## src/rtl/wisc_pkg.sv

```systemverilog
// Shared types and constants for the 16-bit pipelined CPU.
// Holds the writeback state encoding, the hard-wired zero register and datapath defaults.
package wisc_pkg;

  localparam int DEF_DATA_W = 16;
  localparam int DEF_REG_AW = 4;

  localparam logic [3:0] REG_ZERO = 4'd0;

  typedef enum logic [1:0] {
    WB_IDLE     = 2'd0,
    WB_WRITE    = 2'd1,
    WB_WAIT_MEM = 2'd2
  } wb_state_e;

  // LHB replaces the high byte, LLB the low byte, of the destination's current value.
  function automatic logic [15:0] byte_merge(input logic high, input logic [7:0] imm8,
                                             input logic [15:0] oldval);
    return high ? {imm8, oldval[7:0]} : {oldval[15:8], imm8};
  endfunction

endpackage

```

## src/rtl/wb_stage_if.sv

```systemverilog
// MEM-to-writeback handshake bundle: retiring instruction fields, load data and back-pressure.
// The MEM stage is the master; wb_stage is the slave and returns wb_busy.
interface wb_stage_if #(
  parameter int DATA_W = 16,
  parameter int REG_AW = 4
);
  logic              m_valid;
  logic [REG_AW-1:0] m_dst;
  logic              m_regwrite;
  logic              m_memtoreg;
  logic              m_pcsave;
  logic              m_ldbyte;
  logic              m_ldhigh;
  logic [7:0]        m_imm8;
  logic [DATA_W-1:0] m_oldval;
  logic [DATA_W-1:0] m_alu;
  logic [DATA_W-1:0] m_pcs;
  logic [DATA_W-1:0] mem_rdata;
  logic              mem_rdy;
  logic              wb_busy;

  modport master (
    output m_valid, m_dst, m_regwrite, m_memtoreg, m_pcsave, m_ldbyte, m_ldhigh,
           m_imm8, m_oldval, m_alu, m_pcs, mem_rdata, mem_rdy,
    input  wb_busy
  );

  modport slave (
    input  m_valid, m_dst, m_regwrite, m_memtoreg, m_pcsave, m_ldbyte, m_ldhigh,
           m_imm8, m_oldval, m_alu, m_pcs, mem_rdata, mem_rdy,
    output wb_busy
  );
endinterface

```

## src/rtl/wb_bypass.sv

```systemverilog
// One register-file read port's write-before-read bypass: forwards the in-flight write.
// Only built when WB_BYPASS_EN is defined.
`ifdef WB_BYPASS_EN
module wb_bypass #(
  parameter int DATA_W = 16,
  parameter int REG_AW = 4
) (
  input  logic              wr_en,
  input  logic [REG_AW-1:0] wr_idx,
  input  logic [DATA_W-1:0] wr_data,
  input  logic [REG_AW-1:0] rd_idx,
  input  logic [DATA_W-1:0] rf_data,
  output logic [DATA_W-1:0] rd_data
);
  assign rd_data = (wr_en && (wr_idx == rd_idx)) ? wr_data : rf_data;
endmodule
`endif

```

## src/rtl/wb_stage.sv

```systemverilog
// Writeback stage: latches one retiring instruction, selects its result and drives the RF write port.
// Define WB_BYPASS_EN to forward the current write onto decode's read data.
module wb_stage
  import wisc_pkg::*;
#(
  parameter int DATA_W = DEF_DATA_W,
  parameter int REG_AW = DEF_REG_AW
) (
  input  logic              clk,
  input  logic              rst,
  wb_stage_if.slave         mem,
  output logic [REG_AW-1:0] DstReg,
  output logic [DATA_W-1:0] WriteData,
  output logic              RegWrite,
  input  logic [REG_AW-1:0] SrcReg1,
  input  logic [REG_AW-1:0] SrcReg2,
  input  logic [DATA_W-1:0] RfData1,
  input  logic [DATA_W-1:0] RfData2,
  output logic [DATA_W-1:0] RegData1,
  output logic [DATA_W-1:0] RegData2
);

  wb_state_e         state;
  logic [REG_AW-1:0] dst_q;
  logic [DATA_W-1:0] data_q;
  logic              we_q;
  logic              regwrite_q;
  logic              busy_q;

  logic              eff_we;
  logic              need_wait;
  logic [DATA_W-1:0] sel_data;

  // NOTE: every signal written in always_comb gets a default first, so no path leaves it unassigned (no latch).
  always_comb begin
    sel_data  = mem.m_alu;
    eff_we    = mem.m_regwrite && (mem.m_dst != REG_AW'(REG_ZERO));
    need_wait = mem.m_memtoreg && !mem.m_ldbyte && !mem.m_pcsave && !mem.mem_rdy;
    if (mem.m_ldbyte)        sel_data = byte_merge(mem.m_ldhigh, mem.m_imm8, mem.m_oldval);
    else if (mem.m_pcsave)   sel_data = mem.m_pcs;
    else if (mem.m_memtoreg) sel_data = mem.mem_rdata;
  end

  // NOTE: sequential state uses non-blocking assignments so every register samples pre-edge values.
  // NOTE: the result latch is reset too, because DstReg/WriteData are visible outputs with defined reset values.
  always_ff @(posedge clk or posedge rst) begin
    if (rst) begin
      state      <= WB_IDLE;
      dst_q      <= '0;
      data_q     <= '0;
      we_q       <= 1'b0;
      regwrite_q <= 1'b0;
      busy_q     <= 1'b0;
    end else begin
      case (state)
        WB_IDLE, WB_WRITE: begin
          if (mem.m_valid) begin
            dst_q  <= mem.m_dst;
            data_q <= sel_data;
            we_q   <= eff_we;
            if (need_wait) begin
              state      <= WB_WAIT_MEM;
              regwrite_q <= 1'b0;
              busy_q     <= 1'b1;
            end else begin
              state      <= WB_WRITE;
              regwrite_q <= eff_we;
              busy_q     <= 1'b0;
            end
          end else begin
            state      <= WB_IDLE;
            regwrite_q <= 1'b0;
            busy_q     <= 1'b0;
          end
        end
        WB_WAIT_MEM: begin
          // Upstream holds m_* stable here; only the load data is still to be latched.
          if (mem.mem_rdy) begin
            data_q     <= mem.mem_rdata;
            state      <= WB_WRITE;
            regwrite_q <= we_q;
            busy_q     <= 1'b0;
          end
        end
        default: begin
          state      <= WB_IDLE;
          regwrite_q <= 1'b0;
          busy_q     <= 1'b0;
        end
      endcase
    end
  end

  assign DstReg      = dst_q;
  assign WriteData   = data_q;
  assign RegWrite    = regwrite_q;
  assign mem.wb_busy = busy_q;

`ifdef WB_BYPASS_EN
  wb_bypass #(.DATA_W(DATA_W), .REG_AW(REG_AW)) u_bypass1 (
    .wr_en   (regwrite_q),
    .wr_idx  (dst_q),
    .wr_data (data_q),
    .rd_idx  (SrcReg1),
    .rf_data (RfData1),
    .rd_data (RegData1)
  );

  wb_bypass #(.DATA_W(DATA_W), .REG_AW(REG_AW)) u_bypass2 (
    .wr_en   (regwrite_q),
    .wr_idx  (dst_q),
    .wr_data (data_q),
    .rd_idx  (SrcReg2),
    .rf_data (RfData2),
    .rd_data (RegData2)
  );
`else
  assign RegData1 = RfData1;
  assign RegData2 = RfData2;

  // Read indices only matter to the bypass; keep them on the port list regardless.
  logic unused_src;
  assign unused_src = ^{SrcReg1, SrcReg2};
`endif

endmodule

```

## src/flat_wrapper.sv

```systemverilog
// flat-port wrapper written by rule: the top's interface ports become plain ports
module wb_stage_flat import wisc_pkg::*;
#(
  parameter int DATA_W = DEF_DATA_W,
  parameter int REG_AW = DEF_REG_AW
)
  (clk, rst, DstReg, WriteData, RegWrite, SrcReg1, SrcReg2, RfData1, RfData2, RegData1, RegData2, mem_m_valid, mem_m_dst, mem_m_regwrite, mem_m_memtoreg, mem_m_pcsave, mem_m_ldbyte, mem_m_ldhigh, mem_m_imm8, mem_m_oldval, mem_m_alu, mem_m_pcs, mem_mem_rdata, mem_mem_rdy, mem_wb_busy);
  wb_stage_if #(.DATA_W(DATA_W), .REG_AW(REG_AW)) mem_i ();
  input  logic clk;
  input  logic rst;
  output logic [REG_AW-1:0] DstReg;
  output logic [DATA_W-1:0] WriteData;
  output logic RegWrite;
  input  logic [REG_AW-1:0] SrcReg1;
  input  logic [REG_AW-1:0] SrcReg2;
  input  logic [DATA_W-1:0] RfData1;
  input  logic [DATA_W-1:0] RfData2;
  output logic [DATA_W-1:0] RegData1;
  output logic [DATA_W-1:0] RegData2;
  input wire logic [$bits(mem_i.m_valid)-1:0] mem_m_valid;
  input wire logic [$bits(mem_i.m_dst)-1:0] mem_m_dst;
  input wire logic [$bits(mem_i.m_regwrite)-1:0] mem_m_regwrite;
  input wire logic [$bits(mem_i.m_memtoreg)-1:0] mem_m_memtoreg;
  input wire logic [$bits(mem_i.m_pcsave)-1:0] mem_m_pcsave;
  input wire logic [$bits(mem_i.m_ldbyte)-1:0] mem_m_ldbyte;
  input wire logic [$bits(mem_i.m_ldhigh)-1:0] mem_m_ldhigh;
  input wire logic [$bits(mem_i.m_imm8)-1:0] mem_m_imm8;
  input wire logic [$bits(mem_i.m_oldval)-1:0] mem_m_oldval;
  input wire logic [$bits(mem_i.m_alu)-1:0] mem_m_alu;
  input wire logic [$bits(mem_i.m_pcs)-1:0] mem_m_pcs;
  input wire logic [$bits(mem_i.mem_rdata)-1:0] mem_mem_rdata;
  input wire logic [$bits(mem_i.mem_rdy)-1:0] mem_mem_rdy;
  output wire logic [$bits(mem_i.wb_busy)-1:0] mem_wb_busy;
  assign mem_i.m_valid = mem_m_valid;
  assign mem_i.m_dst = mem_m_dst;
  assign mem_i.m_regwrite = mem_m_regwrite;
  assign mem_i.m_memtoreg = mem_m_memtoreg;
  assign mem_i.m_pcsave = mem_m_pcsave;
  assign mem_i.m_ldbyte = mem_m_ldbyte;
  assign mem_i.m_ldhigh = mem_m_ldhigh;
  assign mem_i.m_imm8 = mem_m_imm8;
  assign mem_i.m_oldval = mem_m_oldval;
  assign mem_i.m_alu = mem_m_alu;
  assign mem_i.m_pcs = mem_m_pcs;
  assign mem_i.mem_rdata = mem_mem_rdata;
  assign mem_i.mem_rdy = mem_mem_rdy;
  assign mem_wb_busy = mem_i.wb_busy;
  wb_stage #(.DATA_W(DATA_W), .REG_AW(REG_AW)) u_core (.clk(clk), .rst(rst), .mem(mem_i), .DstReg(DstReg), .WriteData(WriteData), .RegWrite(RegWrite), .SrcReg1(SrcReg1), .SrcReg2(SrcReg2), .RfData1(RfData1), .RfData2(RfData2), .RegData1(RegData1), .RegData2(RegData2));
endmodule
```

## config.mk

```make
export PLATFORM = sky130hd
export DESIGN_NAME = wb_stage_flat
export DESIGN_NICKNAME = d
export VERILOG_FILES = /design/src/rtl/wisc_pkg.sv /design/src/rtl/wb_stage_if.sv /design/src/rtl/wb_bypass.sv /design/src/rtl/wb_stage.sv /design/src/flat_wrapper.sv
export SDC_FILE = /design/constraint.sdc
export NUM_CORES = 1
export LEC_CHECK = 0
export BUFFER_PORTS_ARGS = -buffer_cell sky130_fd_sc_hd__buf_2
export CORE_MARGIN = 3
export CORE_UTILIZATION = 43
export CTS_CLUSTER_SIZE = 28
export DETAILED_ROUTE_END_ITERATION = 12
export PLACE_DENSITY = 0.87
export SLEW_MARGIN = 20
export SYNTH_ARGS = -nofsm -noshare
export SYNTH_HDL_FRONTEND = slang
export SYNTH_HIERARCHICAL = 1
export SYNTH_SLANG_ARGS = --single-unit
```

## constraint.sdc

```tcl
create_clock -name clk -period 2.2 [get_ports clk]
set_input_delay 0.33 -clock clk [delete_from_list [all_inputs] [get_ports clk]]
set_output_delay 0.33 -clock clk [all_outputs]
set_load 0.01 [all_outputs]
```

==> Word level (Yosys, flattened, before mapping) <==
Index checks and enable logic that the tools add are counted.
{ "word_totals": {"reg_bits": 25, "latchBits": 0, "ram_bits": 0, "rom_bits": 0, "input_bits": 125, "n_memories": 0} }
{ "classes": {"n_addsub": 0, "mul": 0, "n_div": 0, "n_lt_le_gt_ge": 0, "n_eq_ne": 4, "shift": 0, "mux": 19, "bitwise": 0, "reduce_logical": 13} }
{ "ops": {"columns": ["operator", "n"], "rows": [
  ["$mux 16", 6],
  ["$pmux 16 s2", 1],
  ["$mux 1", 6],
  ["$mux 2", 3],
  ["$logic_and 1x1->1", 4],
  ["$ne 2x2->1 const B", 2],
  ["$pmux 1 s2", 2],
  ["$pmux 2 s2", 1],
  ["$reduce_bool 4->1", 1],
  ["$logic_not 1->1", 3],
  ["$reduce_and 3->1", 1],
  ["$eq 2x1->1 const B", 1],
  ["$eq 2x2->1 const B", 1],
  ["$logic_not 2->1", 1],
  ["$reduce_and 2->1", 1],
  ["$reduce_bool 2->1", 1],
  ["$reduce_or 2->1", 1]
]} }

==> Depth between registers and ports, before layout <==
Gate-level depths: netlist of run 1.
{ "depth": {"depth_word": 7, "ltp_mapped": 5} }

==> Least setup slack after synthesis of run 1 <==
No wires, ideal clock.
{ "synth_path": {"kind": "register to register", "startpoint": "register u_core.state[0]", "endpoint": "register u_core.data_q[0], in the netlist u_core/WriteData[0]", "arrival_time_ps": 1166, "path_slack_ps": 895, "path_stages_with_launch": 6, "period_less_slack_ps": 1305, "cell_sequence": "dfrtp_1 nand2b_1 buf_6 o21ai_2 buf_2 a41oi_1"} }
{ "synth_via": {"elab_chain_len": 4, "elab_cells_between_ends": 9} }
{ "synth_rtl": {"columns": ["element", "line", "source"], "rows": [
  ["start, declared", "wb_stage.sv:23", "wb_state_e state;"],
  ["start signal, assigned", "wb_stage.sv:48", "state <= WB_IDLE;"],
  ["start signal, assigned", "wb_stage.sv:62", "state <= WB_WAIT_MEM;"],
  ["start signal, assigned", "wb_stage.sv:66", "state <= WB_WRITE;"],
  ["$eq 2x1->1 / $logic_not 2->1 (equally long branches)", "wb_stage.sv:55", "case (state)"],
  ["$reduce_or 2->1", "wb_stage.sv:55", null],
  ["$ne 2x2->1 (no source line) / $reduce_bool 2->1 (equally long branches)", null, null],
  ["$reduce_and 3->1 (no source line)", null, null],
  ["end signal, assigned", "wb_stage.sv:59", "data_q <= sel_data;"],
  ["end signal, assigned", "wb_stage.sv:79", "data_q <= mem.mem_rdata;"],
  ["end, declared", "wb_stage.sv:25", "logic [DATA_W-1:0] data_q;"]
]} }
Parallel ways exist; a longest one is shown, timed or not.
A chain may end at the register's enable or synchronous reset.

==> Worst setup path after layout of run 1 <==
{ "layout_path": {"startpoint": "register u_core.state[0]", "endpoint": "register u_core.data_q[14], in the netlist u_core/WriteData[14]"} }
Same word-level chain as after synthesis.

==> results of run 1 <==
## layout make-up
class / count / share of cell area
inverter: 4 / 0.00594
tap: 67 / 0.0332
sequential: 25 / 0.248
clock buffer: 3 / 0.0163
timing repair buffer: 112 / 0.228
clock inverter: 1 / 0.00198
multi-input combinational: 157 / 0.467
## flip-flops by register name (all words and copies together), names as in the netlist
signal,count
u_core/WriteData,16
u_core/DstReg,4
u_core/state,2
u_core/RegWrite,1
u_core/mem.wb_busy,1
u_core/we_q,1
## report_power, final
part | internal, W | switching [W]
clock | 0.000127 | 0.000152
combinational | 0.000211 | 0.000205
sequential | 0.000516 | 0.0000329
total | 0.000854 | 0.000389
## per-stage QoR
stage | area [µm²] | setup slack (ns) | power (W)
after floorplan | 2220 | 0.895 | 0.000864
after global placement | 2480 | 0.550 | 0.000961
after detailed placement | 2480 | 0.507 | 0.000973
after CTS | 2530 | 0.609 | 0.00126
after global routing | 2530 | 0.462 | 0.00132
final | 2530 | 0.597 | 0.00124
## worst max-delay path, stage by stage (launching register included)
cell and delay [ns]:
dfrtp_1 0.40, nand2b_1 0.17, o21ai_2 0.61, a41oi_1 0.23
## worst paths after layout
kind / from / endpoint / slack, ns / cells past startpoint
hold / removal: rst / u_core/WriteData[0] / 0.1 / 3
setup / recovery: u_core/state[0] / u_core/WriteData[14] / 0.60 / 3
max in group asynchronous: rst / u_core/WriteData[13] / 1.84 / 3
hold reg to reg: u_core/DstReg[0] / u_core/DstReg[0] / 0.48 / 2
setup reg to reg: u_core/state[0] / u_core/WriteData[14] / 0.60 / 3
min in group clk: mem_m_dst[3] / u_core/DstReg[3] / 0.26 / 3
## Yosys cell counts (all sizes together)
| cell type | number |
|---|---|
| inv | 4 |
| o21ai | 3 |
| nand2 | 29 |
| a22o | 1 |
| nor2b | 2 |
| a32o | 1 |
| a21o | 1 |
| buf | 52 |
| o32ai | 1 |
| a41oi | 16 |
| dfrtp | 25 |
| and3b | 1 |
| a21boi | 1 |
| o2111ai | 16 |
| clkbuf | 2 |
| nand3 | 16 |
| nor2 | 1 |
| o41ai | 1 |
| nor4b | 1 |
| mux2 | 32 |
| nand2b | 18 |
| nor3 | 16 |
## routing by layer
metal	vias up	track usage	wire (µm)
li1	973	-	-
met1	973	0.252	2490
met2	128	0.368	3260
met3	18	0.0476	596
met4	0	0.0623	90
met5	-	0	0
## logic make-up (layout without fill, tap and decap cells)
group                  after synthesis  count (layout)  synth area share
AO/OA/AOI/OAI                       41              41             0.158
buffers and inverters               58             120             0.188
flip-flops                          25              25             0.282
multiplexers                        32              32             0.179
AND/OR/NAND/NOR                     84              84             0.194
==> metrics, run 1 <==
port bufs 106; die width 77.9 µm; Max-slew headroom 0.484; area leader, netlist dfrtp_1; largest net degree at the start of global routing 36; post-layout util 0.521; most frequent cells in the layout buf_2, nand2_1, dfrtp_1; post-synthesis cell area 2220 µm²; ANT nets after route 0; Fillers 464; # DRC 0; Ports 179; Pwr Density 492 nW/µm²; crit path capture type flip-flop; non-filler cells, final 369; final count of negative-setup-slack endpoints 0; starting density of the core 0.458; Mapped Avg Cell Area 9.25 µm²; multi-input logic area 1180 µm²; CP required 2.29 ns; Slew Viols, Final 0; Post-CTS Hold Buffers 0; Clock Path Buffers 2; status completed; die span in y 77.9 µm; maxcap violations 0; WL per Instance 17.4 µm; crit path launch type flip-flop; Fin Hold WS 0.0994 ns; RD Place Congestion 0.789; Area Growth Syn to Fin 13.8%; worst path arrival time 1.70 ns; HPWL Detailed 4710 µm; Clk Latency, worst-skew pair 0.27 ns; initial antenna violation count 0; CP max FO 17; wire length of the first global-routing pass 10300 µm; Post-CTS Resized 0; Hold Vio Cnt, Final 0; Area contributors post-synth dfrtp_1, buf_4, mux2_2; Mapped Cells 240; FF/Latch Area 626 µm²; Final Skew 0.00469 ns; post-synth cell types 27; synthesized net count 365; Inst Count DP 365; WS Path Type flip-flop to flip-flop; CTS sink cnt 25; row cnt 25; Clock Tree Root clkbuf_8; Hold Crit Class input pin to asynchronous set/reset pin; Layout Nets 428; Initial DRC Count 136; full die area 6060 µm²; Vias 2092; CTS clk-pin slew, worst paths 0.09 ns; Max Clk Rate 624 MHz; drt pass-1 iters 4; Lkg Pwr 1.17 nW; Num CTS Buffers 3; setup TNS 0 ns; sequential share of the synthesized area 0.282; post-CTS setup buffers 0; core area 4850 µm²; number of H-tree levels 1; layout cell share with drive strength beyond 1 0.500; CTS tree done; vias in the first global route 2144; GRT Total Usage 0.209; top-area cell type share of the netlist area 0.282; total gr overflow 0; Yosys reg bits 25; ant diodes 0; Via-to-Cell Ratio 5.67; final wirelength 6440 µm; commonest non-fill, non-tap cell in the layout buf_2; Tmin final 1.60 ns; Least-Margin Pin Slew 0.773 ns; Max VDD drop 306 µV; fin crit share 0.729; Yosys warnings 6; RSZ-0062 raised after global routing false
(Power assumes the default switching activity.)
==> run 2, diff against run 1 <==
Settings changed: ABC_AREA set to 1, CORE_UTILIZATION 43 to 37, PLACE_DENSITY 0.87 to 0.77.
Clock period 2.2 ns to 1.3 ns, I/O delays scaled along.
==> run 2 against run 1 <==
  * Fmax rose by 32%
  * Final area rose by 10%
  * Sequential power rose by 69%
  * Global-route usage fell by 4.7 points
  * Clock-buffer cell count did not move
  * Combinational power rose by 78%
==> metrics, run 2 <==
status completed; hold_sp mem_m_dst[0]; CP max FO 17; Slowest-stage cell, CP dfrtp_1; Synth Flop Type dfrtp_1; R2R Path End u_core/WriteData[0]; CP bufs+invs 3; crit path cell chain inv_2 -> nor2_4 -> buf_4 -> inv_4 -> nand3_1 -> nand2_1 -> nand2_1; starting density of the core 0.394; final wirelength 6460 µm; Clock Path Buffers 2; Hold Crit Depth 3; drt pass-1 iters 4; Via-to-Cell Ratio 4.59; Inst Count DP 553; CP delay by family, top buffers and inverters; Post-synth EDFFs 0; Clk Latency, worst-skew pair 0.27 ns; port bufs 106; Mapped Avg Cell Area 5.80 µm²; number of H-tree levels 1; ant diodes 0; layout cell share with drive strength beyond 1 0.259; Post-synth top cells nand2_1, inv_1, nand3_1; post-synthesis cell area 2420 µm²; Lkg Pwr 1.85 nW; Initial DRC Count 129; core area 6130 µm²; Placement Setup Slack 0.0598 ns; full die area 7540 µm²; CP max stage delay 0.38 ns; die span in y 86.9 µm; non-filler cells, final 558; Least-Margin Pin Slew 0.316 ns; worst path arrival time 1.38 ns; Max Clk Rate 825 MHz; PnR worst setup slack 0.0884 ns; area leader, netlist nand2_1; top-count cell post-synth nand2_1; post-synth cell types 19; R2R depth 7; Area contributors post-synth nand2_1, dfrtp_1, inv_1; Hold Vio Cnt, Final 0; Max-slew headroom 0.790; Num CTS Buffers 3; R2R Path Start u_core/state[1]; wire length of the first global-routing pass 9990 µm; final count of negative-setup-slack endpoints 0; fin crit share 0.932; row cnt 28; Hold Crit Class input pin to flip-flop; synthesized net count 542; FF-to-FF setup slack 0.09 ns; CTS sink cnt 25; Yosys warnings 6; Yosys reg bits 25; Vias 2559; # DRC 0; sequential share of the synthesized area 0.259; Layout Nets 609; GRT Total Usage 0.162; Area Growth Syn to Fin 14.9%; largest net degree at the start of global routing 33; top-area cell type share of the netlist area 0.282; fin area 2780 µm²; crit path launch type flip-flop; post-CTS setup buffers 0; Slew Viols, Final 0; CP required 1.46 ns; Worst Hold Endpoint u_core/DstReg[0]; CTS clk-pin slew, worst paths 0.10 ns; ANT nets after route 0; Clock Tree Root clkbuf_8; Post-synth ARST share 1.00; RSZ-0062 raised after global routing false; RD Place Congestion 0.887; Total Power 0.00216 W; Max VDD drop 423 µV; commonest non-fill, non-tap cell in the layout nand2_1; HPWL Detailed 5240 µm; CTS tree done; most frequent cells in the layout nand2_1, buf_2, inv_1; Post-Place Cell Area 2700 µm²; initial antenna violation count 0; crit-path most repeated cell nand2_1; total gr overflow 0; vias in the first global route 2339; Ports 179; Tmin final 1.21 ns; Final Skew 0.00908 ns; setup TNS 0 ns; WS Path Type flip-flop to flip-flop; Pwr Density 775 nW/µm²; Mapped Cells 417; max reg flops 16; crit path capture type flip-flop; WL per Instance 11.6 µm; die width 86.9 µm; maxcap violations 0
run 2: cell count changes after synthesis, moves of 16 or more:
cell,delta
nand2_1,+153
inv_1,+72
nand3_1,+34
mux2_2,-22
nand2b_1,-18
a21oi_1,+16
a41oi_1,-16
nor3_1,-16
o2111ai_1,-16
run 2: per-stage QoR:
| step | hold WS (ns) | utilization |
|---|---|---|
| after CTS | 0.115 | 0.451 |
| after floorplan | 0.222 | - |
| after global routing | 0.131 | 0.453 |
| final | 0.119 | 0.453 |
| after global placement | 0.254 | 0.441 |
| after detailed placement | 0.263 | 0.441 |
run 2: worst register-to-register path: cells and delay by family, from the launching register on:
kind,cells,cell delay [ns]
buffers and inverters,3,0.41
DFF,1,0.38
and+or+nand+nor,4,0.31
run 2: metal layers:
| layer | GRT usage | up-vias | routed length [µm] |
|---|---|---|---|
| met5 | 0 | - | 0 |
| met4 | 0.0411 | 0 | 104 |
| met3 | 0.0284 | 20 | 538 |
| met2 | 0.286 | 99 | 3180 |
| met1 | 0.203 | 1111 | 2640 |
| li1 | - | 1329 | - |
run 2: where the power goes:
part           internal [W]  total [W]  leakage, nW  switching [W]
Clock              0.000225   0.000488       0.0261       0.000263
Sequential         0.000873   0.000927        0.310      0.0000533
Combinational      0.000311   0.000741         1.52       0.000429
Total               0.00141    0.00216         1.85       0.000745
run 2: how the worst max path moves through the flow:
stage          slack [ns]             endpoint       startpoint  depth (start not counted)
6_report             0.09  u_core/WriteData[0]  u_core/state[1]                          7
5_1_grt              0.02  u_core/WriteData[0]  u_core/state[1]                          7
4_1_cts              0.03  u_core/WriteData[2]  u_core/state[1]                          6
3_5_place_dp         0.06  u_core/WriteData[2]  u_core/state[1]                          6
3_3_place_gp         0.11  u_core/WriteData[9]  u_core/state[1]                          6
2_1_floorplan        0.22  u_core/WriteData[8]  u_core/state[0]                          7
run 2: timing repair:
action                                  CTS  global route
hold buffers                              1             0
resized for setup                         0             4
hold endpoints to repair                 25             0
endpoints found under the setup margin    0            17
run 2: area by class of cell:
type                    count  area, µm²
clock inverters             1       8.76
fillers                   689       3350
inverters                  83        322
repair buffers            112        591
multi-input cells         259       1100
flip-flops and latches     25        626
clock buffers               3       41.3
well taps                  75       93.8
run 2: logic make-up (layout without fill, tap and decap cells):
family | count (synthesis) | in the layout | synth area share
buf+inv | 133 | 199 | 0.293
compound gates | 18 | 18 | 0.0388
simple gates | 241 | 241 | 0.409
flops | 25 | 25 | 0.259
